--- src/rtl/kbd_fifo.sv ---
// Keyboard scan-code FIFO between the ps2 receiver and the CPU port space.
// Data port pops the head; status/control port reports state, flushes and sets irq enable.
module kbd_fifo #(
    parameter int          AW        = 4,
    parameter logic [15:0] PORT_DATA = 16'h0022,
    parameter logic [15:0] PORT_STAT = 16'h0023
) (
    input  logic        clock,
    input  logic        reset_n,
    input  logic        kb_done,
    input  logic [7:0]  kb_data,
    input  logic [15:0] address,
    input  logic [7:0]  data_o,
    input  logic        we,
    input  logic        read,
    output logic [7:0]  port_q,
    output logic        port_hit,
    output logic        irq
);
    localparam int DEPTH = 1 << AW;

    logic [7:0]  mem [DEPTH];
    logic [AW-1:0] wp, rp;
    logic [AW:0]   count;
    logic          ovf, irq_en;
    logic          empty, full, hit_data, hit_stat;
    logic          pop, push, flush, ovf_set, ovf_clr, ctrl_wr;

    assign hit_data = (address == PORT_DATA);
    assign hit_stat = (address == PORT_STAT);
    assign port_hit = hit_data | hit_stat;

    assign empty   = (count == '0);
    assign full    = (count == DEPTH[AW:0]);
    assign pop     = read & hit_data & ~empty;
    // A pop in the same cycle frees the slot the incoming byte needs.
    assign push    = kb_done & (~full | pop);
    assign ovf_set = kb_done & full & ~pop;
    assign ctrl_wr = we & hit_stat;
    assign flush   = ctrl_wr & data_o[0];
    assign ovf_clr = ctrl_wr & data_o[7];

    assign irq = irq_en & ~empty;

    always_comb begin
        port_q = 8'h00;
        if (hit_data)
            port_q = empty ? 8'h00 : mem[rp];
        else if (hit_stat)
            port_q = {ovf, full, irq_en, 5'(count)};
    end

    // Storage is not reset; pointers decide what is valid.
    always_ff @(posedge clock) begin
        if (push)
            mem[wp] <= kb_data;
    end

    always_ff @(posedge clock or negedge reset_n) begin
        if (!reset_n) begin
            wp     <= '0;
            rp     <= '0;
            count  <= '0;
            ovf    <= 1'b0;
            irq_en <= 1'b0;
        end else begin
            if (flush) begin
                wp    <= '0;
                rp    <= '0;
                count <= '0;
            end else begin
                if (push) wp <= wp + 1'b1;
                if (pop)  rp <= rp + 1'b1;
                if (push && !pop)
                    count <= count + 1'b1;
                else if (pop && !push)
                    count <= count - 1'b1;
            end
            if (ctrl_wr)
                irq_en <= data_o[1];
            // Set wins over a same-cycle clear.
            if (ovf_set)
                ovf <= 1'b1;
            else if (ovf_clr)
                ovf <= 1'b0;
        end
    end
endmodule

--- config.mk ---
export PLATFORM = sky130hd
export DESIGN_NAME = kbd_fifo
export DESIGN_NICKNAME = d
export VERILOG_FILES = /design/src/rtl/kbd_fifo.sv
export SDC_FILE = /design/constraint.sdc
export NUM_CORES = 1
export LEC_CHECK = 0
export ABC_CLOCK_PERIOD_IN_PS = 3480
export CAP_MARGIN = 25
export CORE_ASPECT_RATIO = 0.8
export CORE_MARGIN = 4
export CORE_UTILIZATION = 57
export DETAILED_ROUTE_END_ITERATION = 6
export MAX_ROUTING_LAYER = met4
export PLACE_DENSITY = 0.78
export SLEW_MARGIN = 40
export SYNTH_ARGS = -nofsm -noshare
export SYNTH_HDL_FRONTEND = slang
export SYNTH_SLANG_ARGS = --single-unit
--- constraint.sdc ---
create_clock -name clock -period 3.48 [get_ports clock]
set_input_delay 0.696 -clock clock [delete_from_list [all_inputs] [get_ports clock]]
set_output_delay 0.696 -clock clock [all_outputs]
set_load 0.02 [all_outputs]
==> insert_results.sql <==
INSERT INTO impl_metrics (metric_group, metric, value, unit) VALUES
('min_path', 'timing.hold.worst.class', 'reg2reg', ''),
('final_layout', 'finish.net_count', '474', ''),
('placement', 'hpwlAfterDp', '8740', 'um'),
('worst_setup_path', 'cp_cell_sequence', 'clkdlybuf4s50_1 > or4_4 > or4_4 > nor3_2 > buf_4 > a22o_1 > buf_6', ''),
('worst_setup_path', 'worstSetupEndpointType', 'primary output', ''),
('status', 'status', 'completed', ''),
('final_layout', 'synthToLayoutAreaGrowth', '24.1', '%'),
('clock_network', 'clkSlewWorstSetupHoldPaths', '60', 'ps'),
('power', 'power.leakage', '0.00269', 'uW'),
('yosys', 'ys_seq_elements', '143', ''),
('yosys', 'ys_seq_area_share', '69.1', '%'),
('global_routing', 'first_global_vias', '3678', ''),
('detailed_routing', 'routed_wire_length_per_instance', '23.4', 'um'),
('clock_network', 'clk-insertion-delay-late', '420', 'ps'),
('yosys', 'synth.largest_area_cell', 'edfxtp_1', ''),
('placement', 'preCtsSetupSlack', '-637', 'ps'),
('global_routing', 'grt_pass1_wl', '21000', 'um'),
('detailed_routing', 'drt.antenna.violating_nets', '0', ''),
('detailed_routing', 'detailroute.via_count', '3529', ''),
('sta', 'finalCriticalPeriod', '3410', 'ps'),
('clock_network', 'max-clock-path-buffers', '2', ''),
('sta', 'max_clock_freq', '294', 'MHz'),
('final_layout', 'drive_gt1_share', '27.5', '%'),
('sta', 'unrepaired_setup_endpoints_after_global_routing', 'no', ''),
('yosys', 'edff_count_synth', '128', ''),
('yosys', 'synth_area', '6110', 'sq um'),
('detailed_routing', 'detailedRoute.firstIterationViolations', '355', ''),
('global_routing', 'grt_antenna_before_repair', '0', ''),
('floorplanning', 'initial_utilization', '58.9', '%'),
('worst_setup_path', 'cp_data_required_time', '2780', 'ps'),
('final_layout', 'n_antenna_cell', '0', ''),
('worst_setup_path', 'cp_slowest_cell', 'or4_4', ''),
('clock_network', 'clock_sinks', '143', ''),
('floorplanning', 'design.die.area', '12400', 'sq um'),
('sta', 'measured_slew_at_the_worst_slew_check_pin', '734', 'ps'),
('worst_setup_path', 'crit_path_max_incr_delay', '580', 'ps'),
('sta', 'max_slew_violations', '0', ''),
('clock_network', 'cts-buffers-inserted', '17', ''),
('worst_setup_path', 'worstPathArrival', '2710', 'ps'),
('placement', 'port_buffer_count', '41', ''),
('power', 'power.density', '636', 'nW/um^2'),
('power', 'power.ir.vdd_worst', '0.428', 'mV'),
('floorplanning', 'area_of_the_placeable_core', '10400', 'sq um'),
('yosys', 'syn_inst', '346', ''),
('detailed_routing', 'route.detailed.vias_per_inst', '6.08', ''),
('yosys', 'post_synth_num_cell_types', '46', ''),
('yosys', 'asyncSetResetFlopFracSynth', '10.5', '%'),
('min_path', 'hold_depth', '1', ''),
('yosys', 'yosys-top-cells-area', 'edfxtp_1, mux4_2, dfrtp_1', ''),
('sta', 'worst_hold_slack', '541', 'ps'),
('worst_setup_path', 'crit_buf_inv', '3', ''),
('yosys', 'synth_largest_type_area_fraction', '62.9', '%'),
('final_layout', 'final.fill_count', '600', ''),
('clock_network', 'tritoncts', 'yes', ''),
('yosys', 'syn_nets', '393', ''),
('worst_setup_path', 'worst_setup_path_start_kind', 'input port', ''),
('yosys', 'ys_dominant_reg_cell', 'edfxtp_1', ''),
('sta', 'hold_violation_count_in_the_final_report', '0', ''),
('detailed_routing', 'route.detailed.drc', '0', ''),
('yosys', 'synthesis.area_per_instance', '17.7', 'sq um'),
('worst_setup_path', 'cp.depth', '7', ''),
('clock_network', 'clock_h_tree_levels', '4', ''),
('floorplanning', 'io_pins', '47', ''),
('job', 'max_cap_viol_count', '0', ''),
('yosys', 'post-synth-top-count-cell', 'edfxtp_1', ''),
('final_layout', 'final_util', '73.2', '%'),
('placement', 'dp_cell_count', '546', ''),
('sta', 'post-route-period-util', '97.9', '%'),
('floorplanning', 'num_rows', '33', ''),
('worst_setup_path', 'dominant_delay_contributor_by_cell_family_on_the_critical_path', 'simple AND/OR/NAND/NOR gates', ''),
('worst_setup_path', 'path_common_cell', 'or4_4', '');
-- state kept, by name, summed over array words and instances, names as in the netlist --
| signal | cells |
|---|---|
| wp | 4 |
| ovf | 1 |
| irq_en | 1 |
| rp | 4 |
| mem | 128 |
| count | 5 |
-- repair_timing --
item                                    4_1_cts  5_1_grt
resized for setup                            41       11
endpoints found under the hold margin         0        0
gates cloned                                  0        1
pin swaps                                     4        5
setup buffers                                 0        1
hold buffers                                  0        0
endpoints found under the setup margin        9        9
-- routing by layer --
metal	wire length (um)	share of wire (%)	global-route usage (%)	up-vias
li1	-	-	-	1557
met1	5570	41	32.6	1811
met2	6870	51	37.4	143
met3	896	6.6	6.45	18
met4	253	1.9	9.62	0
met5	0	0	-	-
-- report_power, final --
group	internal [uW]	switching (uW)
Clock	1240	675
Combinational	292	381
Sequential	2090	149
-- cells by family (layout without fill, tap and decap cells) --
family | count (synthesis) | count (layout) | share of synthesized area, %
DFF | 143 | 143 | 69.1
and+or+nand+nor | 75 | 76 | 7.25
muxes | 47 | 47 | 14.3
AOI/OAI and AO/OA | 39 | 39 | 4.49
buffers and inverters | 26 | 119 | 1.82
adders and majority gates | 10 | 10 | 2.17
xor gates and xnor gates | 6 | 6 | 0.860
-- final timing paths --
kind | start | endpoint | slack, ps
min in group asynchronous | reset_n | count[2] | 710
min | ovf | ovf | 540
max | address[3] | port_q[0] | 70
max reg2reg | count[0] | count[4] | 520
max in group asynchronous | reset_n | rp[0] | 2250
min reg2reg | ovf | ovf | 540
-- cells in the final DEF, fill, tap and decap left out, types with 2 or more instances in the layout --
master           instances
a211oi_1                 8
a21boi_0                 2
a21oi_1                 11
a22o_1                   8
and2_1                   8
buf_12                   2
buf_4                   42
buf_6                    2
clkbuf_1                 3
clkbuf_16               23
clkdlybuf4s50_1         26
clkinv_2                 2
clkinvlp_4               3
dfrtp_1                 14
dlygate4sd2_1            2
dlymetal6s2s_1           5
edfxtp_1               128
ha_1                     9
inv_1                    7
mux2i_1                 14
mux4_2                  32
nand2_1                 15
nand3_1                  8
nor2_1                  10
nor2b_1                 10
nor3b_1                  2
nor4_1                   5
o211ai_1                 3
or4_1                    3
or4_4                    3
xnor2_1                  2
xor2_1                   4
-- area by class of cell --
class | count | area (sq um) | area share [%]
flip-flops and latches | 143 | 4220 | 55.7
multi-input cells | 178 | 1790 | 23.6
repair buffers | 79 | 718 | 9.47
clock buffers | 26 | 587 | 7.74
well taps | 140 | 175 | 2.31
clock inverters | 6 | 62.6 | 0.825
inverters | 8 | 30.0 | 0.396
-- per-stage QoR --
| step | total power (uW) | cell area [sq um] |
|---|---|---|
| 3_5_place_dp | 2920 | 6920 |
| 2_1_floorplan | 2610 | 6110 |
| 3_3_place_gp | 2860 | 6920 |
| 6_report | 4820 | 7580 |
| 5_1_grt | 5020 | 7580 |
| 4_1_cts | 4840 | 7540 |
Note: power is estimated with default switching activity, not from simulation.
